$ cat src/rtl/delay_commutator_p.sv
// Delay commutator between FFT butterfly stages: pre-delay on the lower path,
// a swap switch driven by the sample counter, and a post-delay on the upper path.
module delay_commutator_p #(
    parameter int DATA_WIDTH = 16,
    parameter int DELAY      = 16,
    parameter int CNT_W      = 5
) (
    input  logic                  CLK,
    input  logic                  RST,
    input  logic                  in_valid,
    input  logic                  in_sync,
    input  logic [DATA_WIDTH-1:0] in0_re,
    input  logic [DATA_WIDTH-1:0] in0_im,
    input  logic [DATA_WIDTH-1:0] in1_re,
    input  logic [DATA_WIDTH-1:0] in1_im,
    output logic                  out_valid,
    output logic [DATA_WIDTH-1:0] out0_re,
    output logic [DATA_WIDTH-1:0] out0_im,
    output logic [DATA_WIDTH-1:0] out1_re,
    output logic [DATA_WIDTH-1:0] out1_im
);

    // Real and imaginary parts travel together as one packed word.
    localparam int PW = 2 * DATA_WIDTH;

    logic          out_valid_reg;
    logic [PW-1:0] out0_reg;
    logic [PW-1:0] out1_reg;

    assign out_valid          = out_valid_reg;
    assign {out0_re, out0_im} = out0_reg;
    assign {out1_re, out1_im} = out1_reg;

    generate
        if (DELAY == 0) begin : g_bypass
            always_ff @(posedge CLK or posedge RST) begin
                if (RST) begin
                    out_valid_reg <= 1'b0;
                    out0_reg      <= '0;
                    out1_reg      <= '0;
                end else begin
                    out_valid_reg <= in_valid;
                    if (in_valid) begin
                        out0_reg <= {in0_re, in0_im};
                        out1_reg <= {in1_re, in1_im};
                    end
                end
            end
        end else begin : g_delay
            localparam int LOG2D  = $clog2(DELAY);
            localparam int FILL_W = CNT_W + 1;
            localparam logic [CNT_W-1:0]  CNT_LAST  = CNT_W'(2 * DELAY - 1);
            localparam logic [FILL_W-1:0] FILL_FULL = FILL_W'(2 * DELAY);

            logic [CNT_W-1:0]  cnt_reg;
            logic [CNT_W-1:0]  cnt_next;
            logic [CNT_W-1:0]  n_cur;
            logic [FILL_W-1:0] fill_reg;
            logic [FILL_W-1:0] fill_next;
            logic [FILL_W-1:0] fill_cur;
            logic              sw;
            logic [PW-1:0]     a_cur;
            logic [PW-1:0]     b_cur;
            logic [PW-1:0]     p_cur;
            logic [PW-1:0]     q_cur;
            logic [PW-1:0]     b_line [DELAY];
            logic [PW-1:0]     p_line [DELAY];

            // A synced sample is treated as n=0 of a fresh stream; old
            // delay-line contents stay but the fill count forces them invalid.
            always_comb begin
                n_cur     = in_sync ? '0 : cnt_reg;
                fill_cur  = in_sync ? '0 : fill_reg;
                sw        = n_cur[LOG2D];
                a_cur     = {in0_re, in0_im};
                b_cur     = b_line[DELAY-1];
                p_cur     = sw ? b_cur : a_cur;
                q_cur     = sw ? a_cur : b_cur;
                cnt_next  = (n_cur == CNT_LAST) ? '0 : n_cur + CNT_W'(1);
                fill_next = (fill_cur == FILL_FULL) ? fill_cur : fill_cur + FILL_W'(1);
            end

            always_ff @(posedge CLK or posedge RST) begin
                if (RST) begin
                    cnt_reg       <= '0;
                    fill_reg      <= '0;
                    out_valid_reg <= 1'b0;
                    out0_reg      <= '0;
                    out1_reg      <= '0;
                    for (int i = 0; i < DELAY; i++) begin
                        b_line[i] <= '0;
                        p_line[i] <= '0;
                    end
                end else begin
                    out_valid_reg <= in_valid && (fill_cur == FILL_FULL);
                    if (in_valid) begin
                        cnt_reg   <= cnt_next;
                        fill_reg  <= fill_next;
                        out0_reg  <= p_line[DELAY-1];
                        out1_reg  <= q_cur;
                        b_line[0] <= {in1_re, in1_im};
                        p_line[0] <= p_cur;
                        for (int i = 1; i < DELAY; i++) begin
                            b_line[i] <= b_line[i-1];
                            p_line[i] <= p_line[i-1];
                        end
                    end
                end
            end
        end
    endgenerate

endmodule

$ cat config.mk
export PLATFORM = sky130hd
export DESIGN_NAME = delay_commutator_p
export DESIGN_NICKNAME = d
export VERILOG_FILES = /design/src/rtl/delay_commutator_p.sv
export SDC_FILE = /design/constraint.sdc
export NUM_CORES = 2
export LEC_CHECK = 0
export BUFFER_PORTS_ARGS = -buffer_cell sky130_fd_sc_hd__buf_2
export CAP_MARGIN = 40
export CORE_MARGIN = 3
export CORE_UTILIZATION = 30
export DETAILED_ROUTE_END_ITERATION = 8
export PLACE_DENSITY = 0.47
export SLEW_MARGIN = 15
export SYNTH_ARGS = -nofsm -noshare
export SYNTH_HDL_FRONTEND = slang
export SYNTH_SLANG_ARGS = --single-unit
$ cat constraint.sdc
create_clock -name CLK -period 89.2 [get_ports CLK]
set_input_delay 0 -clock CLK [delete_from_list [all_inputs] [get_ports CLK]]
set_output_delay 0 -clock CLK [all_outputs]
set_load 0.005 [all_outputs]
Word level (Yosys, flattened, before mapping)
Cells that the tools add are included.
- bits in registers: 1100
- bits of input ports: 68
- output and inout bits: 65
- word-level logic and storage cells: 48
- $add $sub $neg: 2
- eq/ne operators: 2
- multiplexer cells: 6
- reduce and logical (&&, ||, !) cells: 1
- operator list (kind ; number):
    $mux W32 ; 2
    $mux W6 ; 2
    $mux W5 ; 2
    $add A6 B1 Y6 const B ; 1
    $eq A6 B6 Y1 const B ; 1
    $add A5 B1 Y5 const B ; 1
    $eq A5 B5 Y1 const B ; 1
    $logic_and A1 B1 Y1 ; 1

Logic depth before layout (Yosys ltp)
- depth in word-level cells: 3
- gate-level depth with buffers: 9

Worst setup path after synthesis
Ideal clock, no wire load.
- path kind: reg2reg
- start: reg g_delay.cnt_reg[0]
- end: reg g_delay.cnt_reg[4]
- setup time: 0.125 ns
- arrival: 1.341 ns
- slack: 87.734 ns
- cell stages (with the launch flop): 7
- buffers on the path: 0
- clock period less this slack: 1.466 ns
- cells stage by stage: dfrtp_1 > nor2b_1 > ha_1 > nand2_1 > nor2_1 > ha_1 > mux2_2
- cells in the longest elaborated chain, start to end: 3
- ends and longest elaborated chain (item ; line ; source):
    start: declaration ; 55 ; logic [CNT_W-1:0] cnt_reg;
    start signal: assignment ; 97 ; cnt_reg <= cnt_next;
    $mux W5 (*) ; 72 ; n_cur = in_sync ? '0 : cnt_reg;
    $add A5 B1 Y5 or $eq A5 B5 Y1 (tied branches) ; 79 ; cnt_next = (n_cur == CNT_LAST) ? '0 : n_cur + CNT_W'(1);
    $mux W5 (*) ; 79 ;
    via g_delay.cnt_next[4] ; 56 ; logic [CNT_W-1:0] cnt_next;
Mark *: on every way through the listed nets, which the timed path passes. The rest lies on a longest branch.
A chain may end at the register's enable or synchronous reset.

Worst setup path in the final report
- start: in in_valid
- end: reg g_delay.p_line[350] (netlist bit)
- RTL lines (item ; line ; source):
    start: declaration ; 10 ; input logic in_valid,
    end signal: indexed assignment ; 105 ; p_line[i] <= p_line[i-1];
    end: declaration ; 67 ; logic [PW-1:0] p_line [DELAY];
No word-level cell between the ends.

==> results list <==
- Initial DRC Count: 793
- In this run the worst path has a maximum fanout of 101.
* Final nets: 2808
- HPWL reported at the end of detailed placement: 44.5 mm
- The floorplan step set the die width to 380 µm.
* Full die area: 0.144 mm²
- The worst hold path passes through 3 cells.
- Following the worst setup path forward leads to its endpoint at g_delay.p_line[350].
* Post-Syn Instances: 2503
* Number of placed instances, taps included: 4398
* WL per Instance: 15.3 µm
- Clock Path Buffers: 3
* Achievable Freq: 241 MHz
- In this run the critical register-to-register path is launched from g_delay.cnt_reg[4].
- STA classifies the critical path endpoint as a flop.
* Number of buffers added to fix hold violations after cts: 78
- Max-cap violations in this run came to 0.
* Power density over the cells: 31.5 mW/mm²
- Summed over all layers, the global routing overflow is 0.
* Core region area: 0.138 mm²
- Global-route wire length before repair: 122 mm
* Synthesis-to-finish area growth: 17.8%
- Filler cell count: 13110
- At the placement stage, the worst setup path has a slack of 84930 ps.
- Headroom to the max-slew limit came out at 26.4%.
- Of the cells placed in the final design, the portion with a size suffix greater than 1 is 49.5%.
* Fraction of the yosys area taken by sequential cells: 65.7%
- Area used by multi-input combinational logic: 0.0130 mm²
- Arr. time, crit path: 4710 ps
- For this run, the number of standard cells in the final layout without fillers is 4699.
* Transition time at the pin with the least slew margin: 1100 ps
* Total vias in the final route: 20714
* Final instance area: 0.0493 mm²
* Yosys cell types: 29
- CTS clk-pin slew, worst paths: 60 ps
- In this run the remaining antenna-violating nets after routing total 0.
- Final cycle utilization of the critical path: 4.64%
- After detailed routing, the number of vias per cell comes to 4.41.
- Htree depth: 3
* Critical Setup Path Class: in2reg
- The floorplan has 136 rows.
* Hold WC Path Type: in2reg
- Maximum number of pins on one net before global-route repair: 209
- Setup repair after global routing left no endpoint under its margin.
- Synthesis produced a netlist with a net count of 2573.
- Synthesis warning total: 0
- Critical path launch point: in_valid
- Number of antenna violations at the first check in global routing: 14
- Clock sink count: 1100
* Router iterations before antenna repair: 5
- Top Ports: 133
- In this run the tool buffered the top-level ports with 132 buffer cells.
- The number of pins with negative max-slew slack in the final report was 0.
- Number of global-route vias before repair: 22304
- At the end of routability-driven placement, the weighted congestion stood at 0.730.
* Final worst slack: 85060 ps
* DRC viols: 0
- Flip-flop count of the largest register after layout: 512
* P_leak: 20.7 nW
* Shortest period the worst path allows: 4140 ps
* Worst Skew: 33.4 ps
- In this run the clock root is driven by a sky130_fd_sc_hd__clkbuf_16.
- After routing, the total negative slack on setup checks comes to 0 ps.
- Summing all flip-flop and latch instances after layout gives 0.0275 mm².
- Setup slack, reg-to-reg: 86600 ps
- Worst vdd rail ir drop: 0.0000157 V
* Outcome: finished clean
- TritonCTS clock tree: yes
* Number of buffers created by CTS: 119
- Final Hold Fails: 0
- Clock latency on the worst-skew pair, taken at its later pin, is 710 ps.
* Initial Utilization: 30.3%
- Endpoint of the lowest-slack register-to-register path: out1_reg[17]
- Setup repair bufs after CTS: 0
* Length in cells of the worst reg-to-reg path: 5
- STA classifies the critical path startpoint as a primary input.
- After detailed routing, the total wire length is 71.8 mm.
- Synthesis inferred 1100 register bits.
- Setup violations remaining at the end of the flow were counted as 0.
- Post-cts resize count: 0
* Required time of the critical path: 89770 ps
- Reg with most FFs: g_delay.p_line
- In this run the vertical extent of the chip is 380 µm.
* Mean post-synth cell area: 16.7 µm²
- Post-Synthesis Cell Area: 0.0419 mm²
- Global Route Usage Sum: 10.2%
- Largest registers: g_delay.p_line: 512 flops, g_delay.b_line: 480 flops
- Placed cell areas: 0.0442 mm²
-- layout by cell type (no fill, tap or decap), drive strengths merged, types with 2 or more instances in the layout --
master       instances
o21ai                5
nand2                4
o41ai                2
nor2                68
mux2              1027
clkinvlp             2
nor2b                3
buf                174
dlygate4sd3         79
dfrtp             1100
diode                4
ha                   2
clkbuf             173
bufinv              15
mux2i               64
nand3                2
clkinv              24
a21oi               66
inv                  6
a31oi                2
nand2b               3
-- synthesized netlist by cell type, drive strengths merged --
cell	n	area (µm²)
nand2	4	15.0
mux2i	64	641
nor2b	3	18.8
buf	139	1290
a311oi	1	8.76
ha	2	25.0
nor4	1	6.26
or4b	1	10.0
inv	5	18.8
mux2	1027	11600
and4b	1	10.0
a31oi	2	12.5
a22o	1	8.76
o211ai	1	12.5
nand2b	3	26.3
nor2	68	255
o21ai	5	25.0
o22a	1	8.76
o41ai	2	17.5
a21oi	66	330
o2bb2ai	1	8.76
o22ai	1	6.26
dfrtp	1100	27500
and4	1	8.76
a211o	1	8.76
nand3	2	10.0
-- through the flow --
stage	power, W	util (%)	hold slack (ps)
floorplan	0.000966	-	152
global placement	0.00103	31.8	233
detailed placement	0.00105	32.0	239
CTS	0.00159	35.7	5.31
global route	0.00165	35.7	32.9
finish	0.00155	35.7	78.5
-- worst min path at each step --
stage / start / endpoint / slack (ps)
floorplan: in1_im[0] / g_delay.b_line[480] / 150
global placement: in1_re[12] / g_delay.b_line[508] / 230
detailed placement: in1_im[4] / g_delay.b_line[484] / 240
CTS: in1_im[11] / g_delay.b_line[491] / 5
global route: in1_re[13] / g_delay.b_line[509] / 30
finish: in1_re[13] / g_delay.b_line[509] / 80
-- routing by layer --
metal / global-route usage [%] / part of all wire, % / vias up
li1: - / - / 9432
met3: 2.54 / 4.6 / 169
met5: 0 / 0.029 / -
met4: 3.32 / 2.7 / 4
met1: 14.4 / 48 / 10808
met2: 15.2 / 44 / 301
-- worst max-delay path, cell delays in order --
cell and delay [ps]:
sky130_fd_sc_hd__dlygate4sd3_1 560, sky130_fd_sc_hd__buf_8 520, sky130_fd_sc_hd__buf_4 550, sky130_fd_sc_hd__buf_12 290, sky130_fd_sc_hd__buf_4 650, sky130_fd_sc_hd__buf_4 380
sky130_fd_sc_hd__buf_16 300, sky130_fd_sc_hd__buf_4 560, sky130_fd_sc_hd__buf_12 290, sky130_fd_sc_hd__mux2_2 360
-- final cells by class --
type / instances / area share (%)
inverter: 5 / 0.0533
multi-input combinational: 1259 / 26.5
clock inverter: 42 / 1.43
sequential: 1100 / 55.8
antenna: 4 / 0.0203
clock buffer: 173 / 7.18
tap: 1863 / 4.73
timing repair buffer: 253 / 4.32
-- power breakdown --
part           total, W  internal [W]  switching [W]
sequential     0.000791      0.000690       0.000101
combinational  0.000243      0.000163      0.0000803
clock          0.000518      0.000318       0.000200
total           0.00155       0.00117       0.000382
-- cells by family after synthesis --
group | after synthesis | share of synthesized area [%]
simple gates | 84 | 0.860
buf+inv | 144 | 3.13
fa+ha+maj | 2 | 0.0597
mux | 1091 | 29.1
flops | 1100 | 65.7
compound gates | 82 | 1.07
(Power assumes the default switching activity.)
